## src/rtl/qea_host_ctrl.sv

```systemverilog
`default_nettype none
// ============================================================================
// Module      : qea_host_ctrl
// Description : Host-side job sequencer for the QEA accelerator. Streams
//               gate-context words into the context RAM, writes the |0..0>
//               initial state vector, pulses start, times the run against a
//               timeout, then streams the final state vector out row by row.
// Ports       : clk/rst_n            clock, async active-low reset
//               i_run, i_qbit_num,
//               i_ins_num            job request and its parameters
//               s_ctx_*              context word input stream
//               o_ctx_*              context RAM write port
//               o_state_*, i_state_dout  state RAM port A (write + readback)
//               o_start, o_qbit_num, i_complete  QEA control
//               m_out_*              result row output stream
//               o_busy, o_done, o_timeout, o_err, o_cycles  status
// Revision    : 1.0 - initial release
// ============================================================================
module qea_host_ctrl #(
    parameter int PE_NUM                  = 4,
    parameter int STATE_DATA_WIDTH        = 64,
    parameter int STATE_ADDR_WIDTH        = 16,
    parameter int GATE_CONTEXT_DATA_WIDTH = 64,
    parameter int GATE_CONTEXT_ADDR_WIDTH = 16,
    parameter int MAX_QBIT_WIDTH          = 6,
    parameter int NUM_FRAC_BIT            = 30,
    parameter int TIMEOUT_WIDTH           = 24
) (
    input  logic                                 clk,
    input  logic                                 rst_n,
    input  logic                                 i_run,
    input  logic [MAX_QBIT_WIDTH-1:0]            i_qbit_num,
    input  logic [GATE_CONTEXT_ADDR_WIDTH-1:0]   i_ins_num,
    input  logic                                 s_ctx_valid,
    output logic                                 s_ctx_ready,
    input  logic [GATE_CONTEXT_DATA_WIDTH-1:0]   s_ctx_data,
    output logic                                 o_ctx_en,
    output logic                                 o_ctx_wea,
    output logic [GATE_CONTEXT_ADDR_WIDTH-1:0]   o_ctx_addr,
    output logic [GATE_CONTEXT_DATA_WIDTH-1:0]   o_ctx_data,
    output logic                                 o_state_ena,
    output logic                                 o_state_wea,
    output logic [STATE_ADDR_WIDTH-1:0]          o_state_addra,
    output logic [PE_NUM*STATE_DATA_WIDTH-1:0]   o_state_dina,
    output logic                                 o_start,
    output logic [MAX_QBIT_WIDTH-1:0]            o_qbit_num,
    input  logic                                 i_complete,
    input  logic [PE_NUM*STATE_DATA_WIDTH-1:0]   i_state_dout,
    output logic                                 m_out_valid,
    input  logic                                 m_out_ready,
    output logic [PE_NUM*STATE_DATA_WIDTH-1:0]   m_out_data,
    output logic                                 o_busy,
    output logic                                 o_done,
    output logic                                 o_timeout,
    output logic                                 o_err,
    output logic [31:0]                          o_cycles
);

    localparam int          c_sw  = PE_NUM * STATE_DATA_WIDTH;
    // Amplitude 1.0 + 0i placed in the real half of the top slot of row 0.
    localparam logic [31:0] c_one = 32'd1 << NUM_FRAC_BIT;

    typedef enum logic [3:0] {
        S_IDLE       = 4'd0,
        S_LOAD_CTX   = 4'd1,
        S_INIT_STATE = 4'd2,
        S_START      = 4'd3,
        S_WAIT       = 4'd4,
        S_RD_REQ     = 4'd5,
        S_RD_CAP     = 4'd6,
        S_RD_OUT     = 4'd7,
        S_FINISH     = 4'd8
    } state_t;

    state_t                               state_q,    state_d;
    logic [MAX_QBIT_WIDTH-1:0]            qbit_q,     qbit_d;
    logic [GATE_CONTEXT_ADDR_WIDTH-1:0]   ins_q,      ins_d;
    logic [GATE_CONTEXT_ADDR_WIDTH-1:0]   ctx_idx_q,  ctx_idx_d;
    logic [STATE_ADDR_WIDTH-1:0]          last_row_q, last_row_d;
    logic [STATE_ADDR_WIDTH-1:0]          row_q,      row_d;
    logic [TIMEOUT_WIDTH-1:0]             cnt_q,      cnt_d;
    logic [31:0]                          cycles_q,   cycles_d;
    logic [c_sw-1:0]                      out_data_q, out_data_d;

    logic [MAX_QBIT_WIDTH:0]              w_qbit_ext;
    logic                                 w_qbit_ok;
    logic [MAX_QBIT_WIDTH-1:0]            w_shamt;
    logic [STATE_ADDR_WIDTH-1:0]          w_last_row;

    // Row count is 2**(qbit-2); only the last row index is kept, which is
    // the low (qbit-2) bits set. This also covers qbit-2 == address width.
    assign w_qbit_ext = {1'b0, i_qbit_num};
    assign w_qbit_ok  = (w_qbit_ext >= (MAX_QBIT_WIDTH+1)'(2)) &&
                        (w_qbit_ext <= (MAX_QBIT_WIDTH+1)'(STATE_ADDR_WIDTH + 2));
    assign w_shamt    = i_qbit_num - MAX_QBIT_WIDTH'(2);
    assign w_last_row = ~({STATE_ADDR_WIDTH{1'b1}} << w_shamt);

    always_ff @(posedge clk or negedge rst_n) begin
        if (!rst_n) begin
            state_q    <= S_IDLE;
            qbit_q     <= '0;
            ins_q      <= '0;
            ctx_idx_q  <= '0;
            last_row_q <= '0;
            row_q      <= '0;
            cnt_q      <= '0;
            cycles_q   <= '0;
            out_data_q <= '0;
        end else begin
            state_q    <= state_d;
            qbit_q     <= qbit_d;
            ins_q      <= ins_d;
            ctx_idx_q  <= ctx_idx_d;
            last_row_q <= last_row_d;
            row_q      <= row_d;
            cnt_q      <= cnt_d;
            cycles_q   <= cycles_d;
            out_data_q <= out_data_d;
        end
    end

    always_comb begin
        state_d       = state_q;
        qbit_d        = qbit_q;
        ins_d         = ins_q;
        ctx_idx_d     = ctx_idx_q;
        last_row_d    = last_row_q;
        row_d         = row_q;
        cnt_d         = cnt_q;
        cycles_d      = cycles_q;
        out_data_d    = out_data_q;
        s_ctx_ready   = 1'b0;
        o_ctx_en      = 1'b0;
        o_ctx_wea     = 1'b0;
        o_ctx_addr    = '0;
        o_ctx_data    = '0;
        o_state_ena   = 1'b0;
        o_state_wea   = 1'b0;
        o_state_addra = '0;
        o_state_dina  = '0;
        o_start       = 1'b0;
        m_out_valid   = 1'b0;
        o_done        = 1'b0;
        o_timeout     = 1'b0;
        o_err         = 1'b0;

        case (state_q)
            S_IDLE: begin
                if (i_run) begin
                    if (!w_qbit_ok) begin
                        o_err = 1'b1;
                    end else begin
                        qbit_d     = i_qbit_num;
                        ins_d      = i_ins_num;
                        last_row_d = w_last_row;
                        ctx_idx_d  = '0;
                        row_d      = '0;
                        cycles_d   = '0;
                        state_d    = (i_ins_num == '0) ? S_INIT_STATE : S_LOAD_CTX;
                    end
                end
            end
            S_LOAD_CTX: begin
                // RAM write rides directly on the handshake; ready drops as
                // soon as the last beat is taken because the state changes.
                s_ctx_ready = 1'b1;
                if (s_ctx_valid) begin
                    o_ctx_en   = 1'b1;
                    o_ctx_wea  = 1'b1;
                    o_ctx_addr = ctx_idx_q;
                    o_ctx_data = s_ctx_data;
                    if (ctx_idx_q == ins_q - GATE_CONTEXT_ADDR_WIDTH'(1)) begin
                        state_d = S_INIT_STATE;
                    end else begin
                        ctx_idx_d = ctx_idx_q + GATE_CONTEXT_ADDR_WIDTH'(1);
                    end
                end
            end
            S_INIT_STATE: begin
                o_state_ena   = 1'b1;
                o_state_wea   = 1'b1;
                o_state_addra = row_q;
                if (row_q == '0) begin
                    o_state_dina[c_sw-1 -: 32] = c_one;
                end
                if (row_q == last_row_q) begin
                    row_d   = '0;
                    state_d = S_START;
                end else begin
                    row_d = row_q + STATE_ADDR_WIDTH'(1);
                end
            end
            S_START: begin
                o_start = 1'b1;
                // First WAIT cycle counts as 1.
                cnt_d   = TIMEOUT_WIDTH'(1);
                state_d = S_WAIT;
            end
            S_WAIT: begin
                if (i_complete) begin
                    cycles_d = 32'(cnt_q);
                    row_d    = '0;
                    state_d  = S_RD_REQ;
                end else if (&cnt_q) begin
                    o_timeout = 1'b1;
                    state_d   = S_FINISH;
                end else begin
                    cnt_d = cnt_q + TIMEOUT_WIDTH'(1);
                end
            end
            S_RD_REQ: begin
                o_state_ena   = 1'b1;
                o_state_addra = row_q;
                state_d       = S_RD_CAP;
            end
            S_RD_CAP: begin
                out_data_d = i_state_dout;
                state_d    = S_RD_OUT;
            end
            S_RD_OUT: begin
                m_out_valid = 1'b1;
                if (m_out_ready) begin
                    if (row_q == last_row_q) begin
                        state_d = S_FINISH;
                    end else begin
                        row_d   = row_q + STATE_ADDR_WIDTH'(1);
                        state_d = S_RD_REQ;
                    end
                end
            end
            S_FINISH: begin
                o_done  = 1'b1;
                state_d = S_IDLE;
            end
            default: begin
                state_d = S_IDLE;
            end
        endcase
    end

    assign o_busy     = (state_q != S_IDLE) && (state_q != S_FINISH);
    assign o_qbit_num = qbit_q;
    assign o_cycles   = cycles_q;
    assign m_out_data = out_data_q;

endmodule
`default_nettype wire

```

## config.mk

```make
export PLATFORM = sky130hd
export DESIGN_NAME = qea_host_ctrl
export DESIGN_NICKNAME = d
export VERILOG_FILES = /design/src/rtl/qea_host_ctrl.sv
export SDC_FILE = /design/constraint.sdc
export NUM_CORES = 1
export LEC_CHECK = 0
export CAP_MARGIN = 20
export CORE_AREA = 2 2 396 398
export CTS_BUF_LIST = sky130_fd_sc_hd__clkbuf_8
export DETAILED_ROUTE_END_ITERATION = 8
export DIE_AREA = 0 0 398 400
export GPL_TIMING_DRIVEN = 0
export PLACE_DENSITY = 0.39
export SYNTH_ARGS = -nofsm -noshare
export SYNTH_HDL_FRONTEND = slang
export SYNTH_SLANG_ARGS = --single-unit
```

## constraint.sdc

```tcl
create_clock -name clk -period 3.2 [get_ports clk]
set_input_delay 0.8 -clock clk [delete_from_list [all_inputs] [get_ports clk]]
set_output_delay 0.8 -clock clk [all_outputs]
set_load 0.005 [all_outputs]
```

==> results.toml <==
[status]
status = "finished, violations left"
violations = "negative setup slack"

[setup_path]
cp_max_fo = 8
crit_type = "flip-flop to output pin"
crit_path_end_kind = "output pin"
cp.required_ns = 2.40
r2r.worst_path.cells = 8
cp.arrival_ns = 2.51
cp-start-kind = "flip-flop"

[route]
drt-total-wl_mm = 102
route.vias.total = 16551
vias_per_cell = 3.32
drtIter0Drc = 519
drc_errors = 0
dr.pass1.iters = 5
wl_per_cell_um = 20.4
postRouteAntennaNets = 0

[synthesis]
synth_area_sq_um = 18900
ys_warn_count = 0
synth.ff_latch_count = 378
synthCells = 1726
async_reset_ff_share_pct = 100
synth-main-ff-cell = "dfrtp_1"
syn_avg_cell_area_sq_um = 10.9
synth_edf_count = 0
ys_seq_area_share_pct = 50.1
synthDistinctLibCells = 57

[floorplan]
dieArea_sq_um = 159000
rows = 145
io_pins = 1005
initial_utilization_pct = 12.2
die_y_um = 400
fp.dieW_um = 398
core_area_sq_um = 155000

[timing]
rsz0062_at_grt = "true"
max_freq_mhz = 302
fin_ws_ns = -0.112
slew_viol_final = 0
relSlewSlack_pct = 24.5
whs_ns = 0.141
layout_min_cycle_time_ns = 3.31
setup_viol = 60
tightest_slew_ns = 1.13
finClkSkew_ns = 0.0596
period_share_pct = 103
finalHoldViolations = 0

[place]
dp_hpwl_mm = 84.4
dp_worst_setup_slack_ns = -1.64
portBuffers = 741
gp_congestion = 0.810

[layout]
area_growth_pct = 73.6
finalNetCount = 3226
final_util_pct = 21.1
nFillCells = 17056
drive_above_1_share_pct = 31.9

[power]
pwr_density_cell_nw_per_um2 = 784
cellLeakagePower_uw = 0.0143
ir_drop_mv = 0.511
p_total_uw = 25700

[grt]
overflow = 0
antenna_found_initial = 58
grt_max_degree = 105
grt_pass1_wl_mm = 134
grt_util_all_layers_pct = 12.2
first_global_vias = 16147

[run]
maxCapViolations = 0

[clocking]
cts_buffer_depth = 3
h-tree-depth = 3
cts_hold_buf = 0
clk_pin_slew_worst_paths_ns = 0.06
root_buffer = "clkbuf_8"
cts_tree = "yes"
clkSinkCount = 378
cts_buffers = 80
clk_latency_ns = 0.74

[worst_hold_path]
hold_class = "primary input to async pin"
-- final cells by class --
cell class                 instances  area, sq um  area share [%]
antenna                            7         17.5          0.0534
buffer                           336         2460            7.49
clock buffer                      93         1280            3.90
clock inverter                    41          330            1.01
inverter                          52          206           0.630
multi-input combinational       1216         8360            25.5
sequential                       378         9470            28.9
tap                             2058         2570            7.85
timing repair buffer             807         8100            24.7
-- logic make-up after synthesis --
| logic type | after synthesis | synth area share [%] |
|---|---|---|
| buffers and inverters | 394 | 13.2 |
| and+or+nand+nor | 487 | 13.4 |
| AOI/OAI and AO/OA | 127 | 3.97 |
| DFF | 378 | 50.1 |
| xor gates and xnor gates | 62 | 2.87 |
| muxes | 270 | 16.0 |
| other | 1 | 0.0198 |
| adders and majority gates | 7 | 0.464 |
-- worst max-delay path: stages, from the launching register on --
cell	delay [ns]
dfrtp_2	0.43
clkbuf_16	0.16
nor3_4	0.20
and3_4	0.28
clkbuf_16	0.20
buf_8	0.10
buf_6	0.11
and2_4	0.19
buf_6	0.11
-- per-layer routing --
metal | wire, um | track usage [%] | vias up
li1 | - | - | 7626
met1 | 34400 | 12.0 | 7843
met2 | 52100 | 21.8 | 791
met3 | 11100 | 5.91 | 217
met4 | 3670 | 4.82 | 74
met5 | 507 | 0 | -
-- repair_timing --
action                     4_1_cts  5_1_grt
gates resized for setup        660       76
pin swaps                       39       18
setup buffers                   40       16
cloned                           4        1
setup endpoints to repair      290      134
-- state kept, by name (all words and copies together), names as in the netlist --
name	cells
o_cycles	24
ins_q	16
row_q	16
state_q	4
m_out_data	256
cnt_q	24
ctx_idx_q	16
o_qbit_num	6
last_row_q	16
-- worst paths after layout --
kind	startpoint	endpoint	slack (ns)
max	state_q[1]$_DFFE_PN0P_	o_ctx_data[13]	-0.11
min	rst_n	m_out_data[141]$_DFFE_PN0P_	0.14
max reg2reg	state_q[1]$_DFFE_PN0P_	m_out_data[8]$_DFFE_PN0P_	0.16
min reg2reg	o_qbit_num[0]$_DFFE_PN0P_	o_qbit_num[0]$_DFFE_PN0P_	0.48
max in group asynchronous	rst_n	cnt_q[3]$_DFFE_PN0P_	1.37
min in group clk	o_qbit_num[0]$_DFFE_PN0P_	o_qbit_num[0]$_DFFE_PN0P_	0.48
-- synth_stat cells (23+ instances only) --
| library cell | instances | share of area [%] |
|---|---|---|
| xor2_1 | 23 | 1.1 |
| buf_4 | 265 | 11 |
| mux2_2 | 258 | 15 |
| nand3_1 | 76 | 2.0 |
| inv_1 | 52 | 1.0 |
| dfrtp_1 | 378 | 50 |
| clkbuf_1 | 71 | 1.4 |
| and2_1 | 97 | 3.2 |
| a21oi_1 | 28 | 0.74 |
| nand2_1 | 115 | 2.3 |
| nor2_1 | 71 | 1.4 |
| o21ai_0 | 62 | 1.6 |
| nor3_1 | 33 | 0.87 |
| xnor2_1 | 39 | 1.8 |
-- cell usage in the layout (no fill, tap or decap), drive strengths merged, types with 21 or more instances in the layout --
| cell | instances |
|---|---|
| nand3 | 77 |
| clkdlybuf4s50 | 628 |
| mux2 | 258 |
| buf | 426 |
| inv | 82 |
| and2 | 97 |
| nor4 | 21 |
| clkbuf | 165 |
| nand2 | 116 |
| nor3 | 34 |
| nor2 | 71 |
| xor2 | 23 |
| dfrtp | 378 |
| a21oi | 28 |
| o21ai | 66 |
| xnor2 | 39 |
| conb | 263 |
-- power breakdown --
group,switching (uW),internal (uW),total (uW)
combinational,5180,6840,12000
clock,2480,2980,5470
sequential,1430,6810,8240
-- through the flow --
stage	area (sq um)	instances	TNS, ns
after floorplan	19900	1988	0
after global placement	29900	4787	-7236.56
after detailed placement	30000	4793	-222.16
after CTS	32600	4968	-16.84
after global routing	32800	4986	-15.18
final	32800	4988	-3.12
Power figures use the tool's default switching activity.
